--- config.mk ---
export PLATFORM = sky130hd
export DESIGN_NAME = pipe_hazard_ctrl
export DESIGN_NICKNAME = d
export VERILOG_FILES = /design/src/rtl/pipe_hazard_ctrl.sv
export SDC_FILE = /design/constraint.sdc
export NUM_CORES = 1
export LEC_CHECK = 0
export ABC_CLOCK_PERIOD_IN_PS = 3190
export CAP_MARGIN = 30
export CORE_ASPECT_RATIO = 0.5
export CORE_MARGIN = 3
export CORE_UTILIZATION = 49
export CTS_BUF_LIST = sky130_fd_sc_hd__clkbuf_2
export CTS_CLUSTER_DIAMETER = 50
export CTS_CLUSTER_SIZE = 40
export DETAILED_ROUTE_END_ITERATION = 8
export PLACE_DENSITY_LB_ADDON = 0.2
export RECOVER_POWER = 50
export SYNTH_ARGS = -nofsm -noshare
export SYNTH_HDL_FRONTEND = slang
export SYNTH_SLANG_ARGS = --single-unit
--- constraint.sdc ---
create_clock -name clk -period 3.19 [get_ports clk]
set_clock_uncertainty 0.1 [all_clocks]
set_input_delay 0.7975 -clock clk [delete_from_list [all_inputs] [get_ports clk]]
set_output_delay 0.7975 -clock clk [all_outputs]
set_load 0.1 [all_outputs]
--- src/rtl/pipe_hazard_ctrl.sv ---
// rtl/pipe_hazard_ctrl.sv - stall/flush controller for the 5-stage in-order pipeline
module pipe_hazard_ctrl #(
  parameter int CNT_W = 32
) (
  input  logic             clk,
  input  logic             reset,
  input  logic             id_valid,
  input  logic [4:0]       id_rs1,
  input  logic [4:0]       id_rs2,
  input  logic             id_use_rs1,
  input  logic             id_use_rs2,
  input  logic             ex_valid,
  input  logic             ex_is_load,
  input  logic             ex_en_rd,
  input  logic [4:0]       ex_rd,
  input  logic             ex_redirect,
  input  logic             if_busy,
  input  logic             mem_start,
  input  logic             mem_done,
  output logic             stall_pc,
  output logic             stall_if_id,
  output logic             stall_id_ex,
  output logic             stall_ex_mem,
  output logic             stall_mem_wb,
  output logic             flush_if_id,
  output logic             flush_id_ex,
  output logic             if_kill,
  output logic             protocol_err,
  output logic [CNT_W-1:0] stall_cycles,
  output logic [CNT_W-1:0] flush_events
);

  typedef enum logic {RUN, MEM_WAIT} state_t;

  state_t state;
  logic   kill_pend;

  logic mem_wait_now;
  logic redirect_act;
  logic load_use;
  logic kill_pend_next;

  // Hazard classification from inputs and registered state
  always_comb begin
    mem_wait_now = ((state == RUN) && mem_start && !mem_done) ||
                   ((state == MEM_WAIT) && !mem_done);
    redirect_act = !mem_wait_now && ex_redirect && ex_valid;
    load_use     = ex_valid && ex_is_load && ex_en_rd && (ex_rd != 5'd0) && id_valid &&
                   ((id_use_rs1 && (id_rs1 == ex_rd)) || (id_use_rs2 && (id_rs2 == ex_rd)));
    // A redirect while a kill is outstanding keeps it armed for the new target fetch
    kill_pend_next = (redirect_act && if_busy) || (kill_pend && (if_busy || redirect_act));
  end

  // Prioritised stall/flush outputs; reset forces bubbles into IF/ID and ID/EX
  always_comb begin
    stall_pc     = 1'b0;
    stall_if_id  = 1'b0;
    stall_id_ex  = 1'b0;
    stall_ex_mem = 1'b0;
    stall_mem_wb = 1'b0;
    flush_if_id  = 1'b0;
    flush_id_ex  = 1'b0;
    if_kill      = 1'b0;
    if (reset) begin
      flush_if_id = 1'b1;
      flush_id_ex = 1'b1;
    end else begin
      // Returned wrong-path fetch is discarded whatever else is happening
      if_kill = kill_pend && !if_busy;
      if (mem_wait_now) begin
        stall_pc     = 1'b1;
        stall_if_id  = 1'b1;
        stall_id_ex  = 1'b1;
        stall_ex_mem = 1'b1;
        stall_mem_wb = 1'b1;
      end else if (redirect_act) begin
        flush_if_id = 1'b1;
        flush_id_ex = 1'b1;
      end else if (load_use) begin
        stall_pc    = 1'b1;
        stall_if_id = 1'b1;
        flush_id_ex = 1'b1;
      end else if (if_busy) begin
        stall_pc    = 1'b1;
        flush_if_id = 1'b1;
      end else if (if_kill) begin
        flush_if_id = 1'b1;
      end
    end
  end

  // Memory-wait FSM, kill tracking and sticky protocol error
  always_ff @(posedge clk) begin
    if (reset) begin
      state        <= RUN;
      kill_pend    <= 1'b0;
      protocol_err <= 1'b0;
    end else begin
      kill_pend <= kill_pend_next;
      case (state)
        RUN: begin
          if (mem_start && !mem_done) state <= MEM_WAIT;
          if (mem_done && !mem_start) protocol_err <= 1'b1;
        end
        MEM_WAIT: begin
          if (mem_done) state <= RUN;
        end
        default: state <= RUN;
      endcase
    end
  end

  // Saturating performance counters
  always_ff @(posedge clk) begin
    if (reset) begin
      stall_cycles <= '0;
      flush_events <= '0;
    end else begin
      if (stall_pc && (stall_cycles != {CNT_W{1'b1}}))
        stall_cycles <= stall_cycles + 1'b1;
      if (redirect_act && (flush_events != {CNT_W{1'b1}}))
        flush_events <= flush_events + 1'b1;
    end
  end

endmodule

# Yosys cells after proc, flatten, opt, wreduce, memory -nomap -nowiden
# Cells that the tools add are included.
[word_totals] register_bits=67 input_bits=27 output_inout_bits=73
[classes] n_addsub=2 eq_ne=4 muxes=24 bitwise_logic=1 reduce_logical=29
[ops] cell="$add A32 B1 Y32 const B" n=2
[ops] cell="$ne A32 B32 Y1 const B" n=2
[ops] cell="$mux W1" n=23
[ops] cell="$logic_and A1 B1 Y1" n=19
[ops] cell="$eq A5 B5 Y1" n=2
[ops] cell="$reduce_bool A5 Y1" n=1
[ops] cell="$logic_not A1 Y1" n=4
[ops] cell="$logic_or A1 B1 Y1" n=4
[ops] cell="$pmux W1 S2" n=1
[ops] cell="$reduce_and A2 Y1" n=1
[ops] cell="$not A1 Y1" n=1

# Logic depth before layout (Yosys ltp)
# Gate-level depths: netlist of run 1.
[depth] word_depth=11 ltp_mapped=10 ltp_nobuf=8

# Worst setup path before layout of run 1
# No wires, ideal clock.
[synth_path] path_type="input-to-output" start="input ex_rd[1]" end="output flush_id_ex" t_arrival_ns=3.431 setup_slack_ns=-1.139 path_stages=5 path_cell_list="xnor2_1 nand4_1 o22ai_2 nand2_1 o21ai_0"
[synth_via] elab_chain_cells=8 word_cells_on_any_way=13
[synth_rtl] item="start, declared" line_no="15" rtl="input logic [4:0] ex_rd,"
[synth_rtl] item="$eq A5 B5 Y1 / $reduce_bool A5 Y1 (equally long branches)" line_no="49, 48"
[synth_rtl] item="$logic_and A1 B1 Y1 (on tied branches)" line_no="49, 48"
[synth_rtl] item="$logic_or A1 B1 Y1 / $logic_and A1 B1 Y1 (equally long branches)" line_no="49, 48"
[synth_rtl] item="$logic_and A1 B1 Y1 (*)" line_no="48" rtl="load_use = ex_valid && ex_is_load && ex_en_rd && (ex_rd != 5'd0) && id_valid &&"
[synth_rtl] item="$mux W1 (*)" line_no="79" rtl="end else if (load_use) begin"
[synth_rtl] item="$mux W1 (*)" line_no="76" rtl="end else if (redirect_act) begin"
[synth_rtl] item="$mux W1 (*)" line_no="70" rtl="if (mem_wait_now) begin"
[synth_rtl] item="$mux W1 (*)" line_no="64" rtl="if (reset) begin"
[synth_rtl] item="end, declared" line_no="26" rtl="output logic flush_id_ex,"
# Every way passes the cells marked *; elsewhere a longest branch is shown, timed or not.

# Final worst setup path of run 1
[layout_path] start="input mem_done" end="output stall_pc"
[layout_via] elab_chain_cells=9 word_cells_on_any_way=10
[layout_rtl] item="start, declared" line_no="19" rtl="input logic mem_done,"
[layout_rtl] item="$logic_not A1 Y1 (*)" line_no="45, 46"
[layout_rtl] item="$logic_and A1 B1 Y1 (on tied branches)" line_no="45, 46"
[layout_rtl] item="$logic_or A1 B1 Y1 (*)" line_no="45" rtl="mem_wait_now = ((state == RUN) && mem_start && !mem_done) ||"
[layout_rtl] item="$logic_not A1 Y1" line_no="47" rtl="redirect_act = !mem_wait_now && ex_redirect && ex_valid;"
[layout_rtl] item="$logic_and A1 B1 Y1 (2 in series)" line_no="47"
[layout_rtl] item="$mux W1" line_no="76"
[layout_rtl] item="$mux W1 (*)" line_no="70"
[layout_rtl] item="$mux W1 (*)" line_no="64"
[layout_rtl] item="end, declared" line_no="20" rtl="output logic stall_pc,"
# Marks and branches as above.

==> results of run 1 <==
## routing by layer
layer	global-route usage, %	vias to the layer above
met3	6.90	15
li1	-	1721
met2	36.1	90
met5	0	-
met4	7.70	0
met1	27.6	1560
## worst max-delay path by stage
stage / start / to / slack (ps) / cells after the start
floorplan: reset / stall_id_ex / -140 / 5
global route: id_rs2[4] / stall_pc / 5 / 8
global placement: ex_rd[1] / stall_if_id / -50 / 8
detailed placement: ex_rd[2] / stall_if_id / -90 / 8
CTS: id_rs1[1] / flush_if_id / 10 / 9
finish: mem_done / stall_pc / 50 / 8
## cell families (layout without fill, tap and decap cells)
logic type      after synthesis  in the layout  share of synthesized area [%]
xor+xnor                     37             37                           9.35
compound gates               77             77                           13.9
mux                           4              4                           1.37
buf+inv                      23            142                           3.61
simple gates                201            201                           32.4
fa+ha+maj                     2              2                          0.722
flops                        67             67                           38.7
## registers in the layout, indices dropped and copies added (netlist names)
name          flops
stall_cycles     32
state             1
kill_pend         1
protocol_err      1
flush_events     32
## through the flow
step                      std cells  setup slack (ps)
final                           618              53.7
after CTS                       617              11.0
after global placement          601             -51.5
after detailed placement        601             -93.2
after floorplan                 411              -138
after global routing            618              5.12
## Yosys cell counts (all sizes together) (10+ instances only)
cell | count | area, um^2
dfxtp | 67 | 1340
or3 | 10 | 67.6
o31ai | 11 | 82.6
xor2 | 19 | 166
xnor2 | 18 | 158
or4 | 11 | 87.6
a21oi | 28 | 144
and3 | 13 | 91.3
nand3 | 23 | 133
nor2 | 48 | 188
nand4 | 19 | 125
nand2 | 41 | 154
buf | 11 | 80.1
o21ai | 21 | 105
## timing repair
| action | CTS | global route |
|---|---|---|
| endpoints found under the setup margin | 4 | 3 |
| pin swaps | 1 | 11 |
| setup buffers | 0 | 1 |
| gates resized for setup | 6 | 9 |
## area by class of cell
cell class / count / area (um^2) / area share [%]
multi-input combinational: 321 / 2020 / 45.5
sequential: 67 / 1340 / 30.2
timing repair buffer: 120 / 837 / 18.8
tap: 88 / 110 / 2.48
clock buffer: 11 / 55.1 / 1.24
clock inverter: 5 / 53.8 / 1.21
inverter: 6 / 26.3 / 0.591
## power by group
group	switching [mW]	internal, mW	total [mW]
clock	0.311	0.184	0.494
combinational	0.146	0.0897	0.236
sequential	0.00755	0.844	0.851
total	0.464	1.12	1.58
## worst reg2reg max path: cells and delay by family, from the launching register on
kind                     cells  cell delay, ps
AO/OA/AOI/OAI                3             480
adder cells (fa/ha/maj)      1             320
buffers and inverters        1             200
flip-flops                   1             520
AND/OR/NAND/NOR              3             980
==> summary.md, run 1 <==
| Metric | Value |
|---|---|
| Global-route wire length before repair | around 15 mm |
| CTS tree | yes |
| Vias post-DR | 3386 |
| Critical Path Source Type | input pin |
| Layout cells sized above 1 | roughly 15% |
| Run status | finished clean |
| Gr ovfl total | 0 |
| Met1 wire length | a little under 4 mm |
| Rel. slew slack | 19.8% |
| Core area | 6460 um^2 |
| Placed cell area | about 4600 um^2 |
| Worst R2R Setup Slack | approximately 480 ps |
| Largest delay share family, worst path | buffers and inverters |
| Leading cell type in the layout, fill and taps excluded | dfxtp_1 |
| Fin nets | approximately 550 |
| RSZ-0062 raised after global routing | false |
| Clock slew at reported path FFs | ~180 ps |
| Nature of the critical path endpoint | primary output |
| R2r worst-path depth | 8 |
| Most frequent cells in the layout | dfxtp_1, clkbuf_1, nor2_1 |
| Final hold vios | 0 |
| Fmax | 319 MHz |
| Maximum clock path buffer count | 2 |
| Initial DRC Count | 185 |
| PnR Total Power | approximately 1.6 mW |
| Worst Path Required | 2290 ps |
| Routability cong. | around 0.9 |
| EDFF count, synth | 0 |
| Slew Limit Fails | 0 |
| Drt wl/cell | 14.1 um |
| Die Y | around 65 um |
| Post-layout util | just under 70% |
| Hold path cells | 2 |
| Row count | 20 |
| Seq cells post-synth | 67 |
| Area grow syn2layout | 28.2% |
| Max Cap Viol | 0 |
| Lkg Pwr | 1.56 nW |
| Synth Net Count | 440 |
| Number of antenna violations at the first check in global routing | 0 |
| Peak VDD IR | 178 uV |
| Worst Path Arrival | around 2200 ps |
| Total track usage | a little over a fifth |
| Syn_area_per_cell | 8.43 um^2 |
| Worst reg2reg endpoint | stall_cycles[4] |
| DR WL met3 | 572 um |
| Post-DRT Antenna Nets | 0 |
| Ant diodes | 0 |
| Worst Path Buf+Inv | 3 |
| Post-detail-place hpwl | around 6.4 mm |
| Crit Path Class | input pin to primary output |
| Die Wd | around 120 um |
| Finished Cell Area | approximately 4400 um^2 |
| Starting Density | a little over half |
| Via density per instance | approximately 5.5 |
| Largest net degree at the start of global routing | 36 |
| # hold bufs at CTS | 0 |
| DR pass1 iterations | 5 |
| Fin crit period | 3140 ps |
| Clock Sink Count | between 60 and 70 |
| Worst hold start | kill_pend |
| Vias in the first global route | a little over 3k |
| Worst Hold Class | flop to flop |
| Synth Instances | between 400 and 500 |
| Cell variety after synth | 62 |
| Max incr delay on CP | 470 ps |
| Clock root cell | clkbuf_2 |
| Port Buffers | 99 |
| WL met2 | between 4 and 5 mm |
| Sequential cell area fraction in the yosys report | 38.7% |
| Hold Path Sink | kill_pend |
| Tightest Pin Transition | 1210 ps |
| Setup tns final | 0 ps |
| YS warnings | 0 |
| Die footprint | 8180 um^2 |
| Final worst-path cycle share | about 98% |
| Htree depth | 3 |
| Crit-path slowest cell | clkdlybuf4s50_1 |
| Ports | 100 |
| Worst-path fanout max | 4 |
| Cell Area, Synth | between 3000 and 4000 um^2 |
| Post-synth top flop | dfxtp_1 |
| DR top layer | met4 |
| Pwr/cell area | 356 nW/um^2 |
| Worst skew pair latency | approximately 530 ps |
| Critical-path cell list | clkdlybuf4s50_1 > o21bai_1 > and3_4 > nor2_4 > o21ai_2 > and2_4 > clkinvlp_4 > buf_12 |
| Reg-to-Reg Start | stall_cycles[0] |
| Ys async rst share | 0% |
| Post-route DRC | 0 |
| Final Setup Violations | 0 |
| Worst hold slack | approximately 390 ps |
| CTS buffer count | 9 |
| Filler cells | approximately 610 |
| Final WL | between 8 and 9 mm |
No activity file was read; power rests on OpenSTA's default activity.
==> run 2, diff against run 1 <==
--- a/config.mk
+++ b/config.mk
@@ -5,11 +5,12 @@
 export SDC_FILE = /design/constraint.sdc
 export NUM_CORES = 1
 export LEC_CHECK = 0
+export ABC_AREA = 1
 export ABC_CLOCK_PERIOD_IN_PS = 3190
 export CAP_MARGIN = 30
 export CORE_ASPECT_RATIO = 0.5
 export CORE_MARGIN = 3
-export CORE_UTILIZATION = 49
+export CORE_UTILIZATION = 53
 export CTS_BUF_LIST = sky130_fd_sc_hd__clkbuf_2
 export CTS_CLUSTER_DIAMETER = 50
 export CTS_CLUSTER_SIZE = 40
==> constraint.sdc (replaced) <==
create_clock -name clk -period 3.19 [get_ports clk]
set_clock_uncertainty 0.1 [all_clocks]
set_input_delay 0.319 -clock clk [delete_from_list [all_inputs] [get_ports clk]]
set_output_delay 0.319 -clock clk [all_outputs]
set_load 0.1 [all_outputs]
==> summary.md, run 2 <==
| Metric | Value |
|---|---|
| Setup tns final | 0 ps (unchanged) |
| P_sw | 0.472 mW (was 0.464 mW) |
| CTS-repair resized insts | 0 (was 6) |
| PnR Total Power | 1.66 mW (was 1.58 mW) |
| Port Buffers | 99 (unchanged) |
| Synth Instances | 702 (was 411) |
| Maximum clock path buffer count | 2 (unchanged) |
| # hold bufs at CTS | 0 (unchanged) |
| CTS tree | yes (unchanged) |
| Combinational Power Share | 13.7% (was 14.9%) |
| Row count | 22 (was 20) |
| Worst reg2reg endpoint | stall_cycles[18] (was stall_cycles[4]) |
| Clock root cell | clkbuf_2 (unchanged) |
| Multi-input gate area | 2640 um^2 (was 2020 um^2) |
| Post-synth top area cell | dfxtp_1 (unchanged) |
| Global-route wire length before repair | 19.4 mm (was 14.6 mm) |
| Htree depth | 3 (unchanged) |
| Gr ovfl total | 0 (unchanged) |
| Vias in the first global route | 4269 (was 3087) |
| Post-DRT Antenna Nets | 0 (unchanged) |
| CTS buffer count | 9 (unchanged) |
| Sequential power share | 51.2% (was 53.8%) |
| Total track usage | 24.6% (was 21.9%) |
| Final WL | 11.7 mm (was 8.69 mm) |
| Initial DRC Count | 339 (was 185) |
| Seq cells post-synth | 67 (unchanged) |
| Die footprint | 9520 um^2 (was 8180 um^2) |
| Layout cells sized above 1 | 5.65% (was 15.3%) |
| Via density per instance | 5.31 (was 5.48) |
| Run status | finished clean (unchanged) |
| Final hold vios | 0 (unchanged) |
| Reg area | 1340 um^2 (unchanged) |
| # Post-CTS Setup Buffers | 0 (unchanged) |
| EDFF count, synth | 0 (unchanged) |
| Worst hold slack | 312 ps (was 393 ps) |
| Syn_area_per_cell | 6.28 um^2 (was 8.43 um^2) |
| Top-count cell post-synth | nand2_1 (was dfxtp_1) |
| Post-Layout Cell Count | 906 (was 618) |
| Worst Hold Class | input pin to flop (was flop to flop) |
| Ports | 100 (unchanged) |
| Vias post-DR | 4810 (was 3386) |
| Slew Limit Fails | 0 (unchanged) |
| Fmax | 363 MHz (was 319 MHz) |
| Sw Share | 28.5% (was 29.4%) |
| Fin crit period | 2750 ps (was 3140 ps) |
| Fin nets | 821 (was 554) |
| Max Cap Viol | 0 (unchanged) |
| Most frequent cells in the layout | nand2_1, nor2_1, inv_1 (was dfxtp_1, clkbuf_1, nor2_1) |
| Clock network power share | 35.1% (was 31.3%) |
| Nature of the critical path endpoint | primary output (unchanged) |
| Rel. slew slack | 8.86% (was 19.8%) |
| Clock Sink Count | 67 (unchanged) |
| Cell variety after synth | 33 (was 62) |
| Synth top area share | 30.4% (was 38.7%) |
| Ys async rst share | 0% (unchanged) |
| Post-layout util | 67.6% (was 68.8%) |
| Hold Path Sink | protocol_err (was kill_pend) |
| Final Setup Violations | 0 (unchanged) |
| Crit Path Class | input pin to primary output (unchanged) |
| Worst R2R Setup Slack | 460 ps (was 480 ps) |
| Post-synth top cells | nand2_1, nor2_1, inv_1 (was dfxtp_1, nor2_1, nand2_1) |
| Reg-to-Reg Start | stall_cycles[0] (unchanged) |
| Lkg Pwr | 1.91 nW (was 1.56 nW) |
| Clock slew at reported path FFs | 180 ps (about the same) |
| Number of antenna violations at the first check in global routing | 0 (unchanged) |
| Largest net degree at the start of global routing | 36 (unchanged) |
| Worst-path fanout max | 29 (was 4) |
| Largest regs | flush_events: 32 flops, stall_cycles: 32 flops (unchanged) |
| Cell Area, Synth | 4410 um^2 (was 3470 um^2) |
| Starting Density | 57.4% (was 53.7%) |
| Critical Path Source Type | input pin (unchanged) |
| Worst Path Required | 2770 ps (was 2290 ps) |
| Final worst-path cycle share | 86.3% (was 98.3%) |
| Largest cells by area after synthesis | dfxtp_1, nand2_1, xor2_1, a21oi_1, nor2_1 (was dfxtp_1, nor2_1, xor2_1, xnor2_1, nand2_1) |
| Worst hold start | mem_start (was kill_pend) |
| Worst Path Arrival | 2330 ps (was 2240 ps) |
| Die Wd | 135 um (was 125 um) |
| Sequential cell area fraction in the yosys report | 30.4% (was 38.7%) |
| R2r worst-path depth | 9 (was 8) |
| Filler cells | 754 (was 614) |
| DR pass1 iterations | 5 (unchanged) |
| Routability cong. | 0.934 (was 0.903) |
| Tightest Pin Transition | 1370 ps (was 1210 ps) |
| Worst skew pair latency | 530 ps (about the same) |
| Peak VDD IR | 242 uV (was 178 uV) |
| Post-synth top flop | dfxtp_1 (unchanged) |
| Die Y | 70.5 um (was 65.5 um) |
| Area grow syn2layout | 17.7% (was 28.2%) |
| Internal power | 1.19 mW (was 1.12 mW) |
| Dpl cells | 889 (was 601) |
| Post-route DRC | 0 (unchanged) |
| Core area | 7680 um^2 (was 6460 um^2) |
| YS warnings | 0 (unchanged) |
| Pwr/cell area | 320 nW/um^2 (was 356 nW/um^2) |
| Hold path cells | 4 (was 2) |
| Post-detail-place hpwl | 8.80 mm (was 6.36 mm) |
| RSZ-0062 raised after global routing | false (unchanged) |
| Drt wl/cell | 12.9 um (was 14.1 um) |
| Synth Net Count | 731 (was 440) |
| Leading cell type in the layout, fill and taps excluded | nand2_1 (was dfxtp_1) |
[run 2: cells by family after synthesis]
logic type / share of synthesized area (%)
simple gates: 42.4
buf+inv: 9.39
compound gates: 8.06
flops: 30.4
xor+xnor: 9.14
fa+ha+maj: 0.567
[run 2: power by group through the flow]
stage               clock network, mW  registers [mW]  logic (mW)
detailed placement                  0           0.867       0.231
finish                          0.582           0.849       0.227
CTS                             0.594           0.849       0.231
global placement                    0           0.867       0.228
floorplan                           0           0.898       0.132
global route                    0.626           0.851       0.242
[run 2: per-stage QoR]
stage | setup WS [ps] | instance area, um^2
6_report | 438 | 5190
5_1_grt | 209 | 5190
4_1_cts | 547 | 5430
3_5_place_dp | 584 | 5300
3_3_place_gp | 610 | 5300
2_1_floorplan | 249 | 4420
[run 2: layer usage]
metal / GRT usage [%] / vias up / part of all wire, %
met5: 0 / - / 0
met4: 5.92 / 0 / 0.73
li1: - / 2422 / -
met2: 41.2 / 172 / 46
met3: 7.05 / 12 / 7.1
met1: 31.5 / 2204 / 46
[run 2: how the worst max path moves through the flow]
stage,start,endpoint,cells after the start
3_5_place_dp,ex_rd[1],stall_cycles[5],14
4_1_cts,state,stall_pc,7
6_report,reset,flush_if_id,4
3_3_place_gp,ex_rd[1],stall_cycles[28],14
5_1_grt,stall_cycles[0],stall_cycles[18],9
2_1_floorplan,reset,stall_id_ex,4
[run 2: worst max-delay path: stages]
cell	delay (ps)
clkbuf_1	970
inv_1	460
a31oi_2	360
buf_12	210
[run 2: cell type report]
type	count	share of cell area, %
sequential	67	25.9
antenna	1	0.0482
inverter	71	5.14
tap	108	2.60
clock buffer	14	1.35
timing repair buffer	103	13.0
multi-input combinational	540	50.9
clock inverter	2	1.16
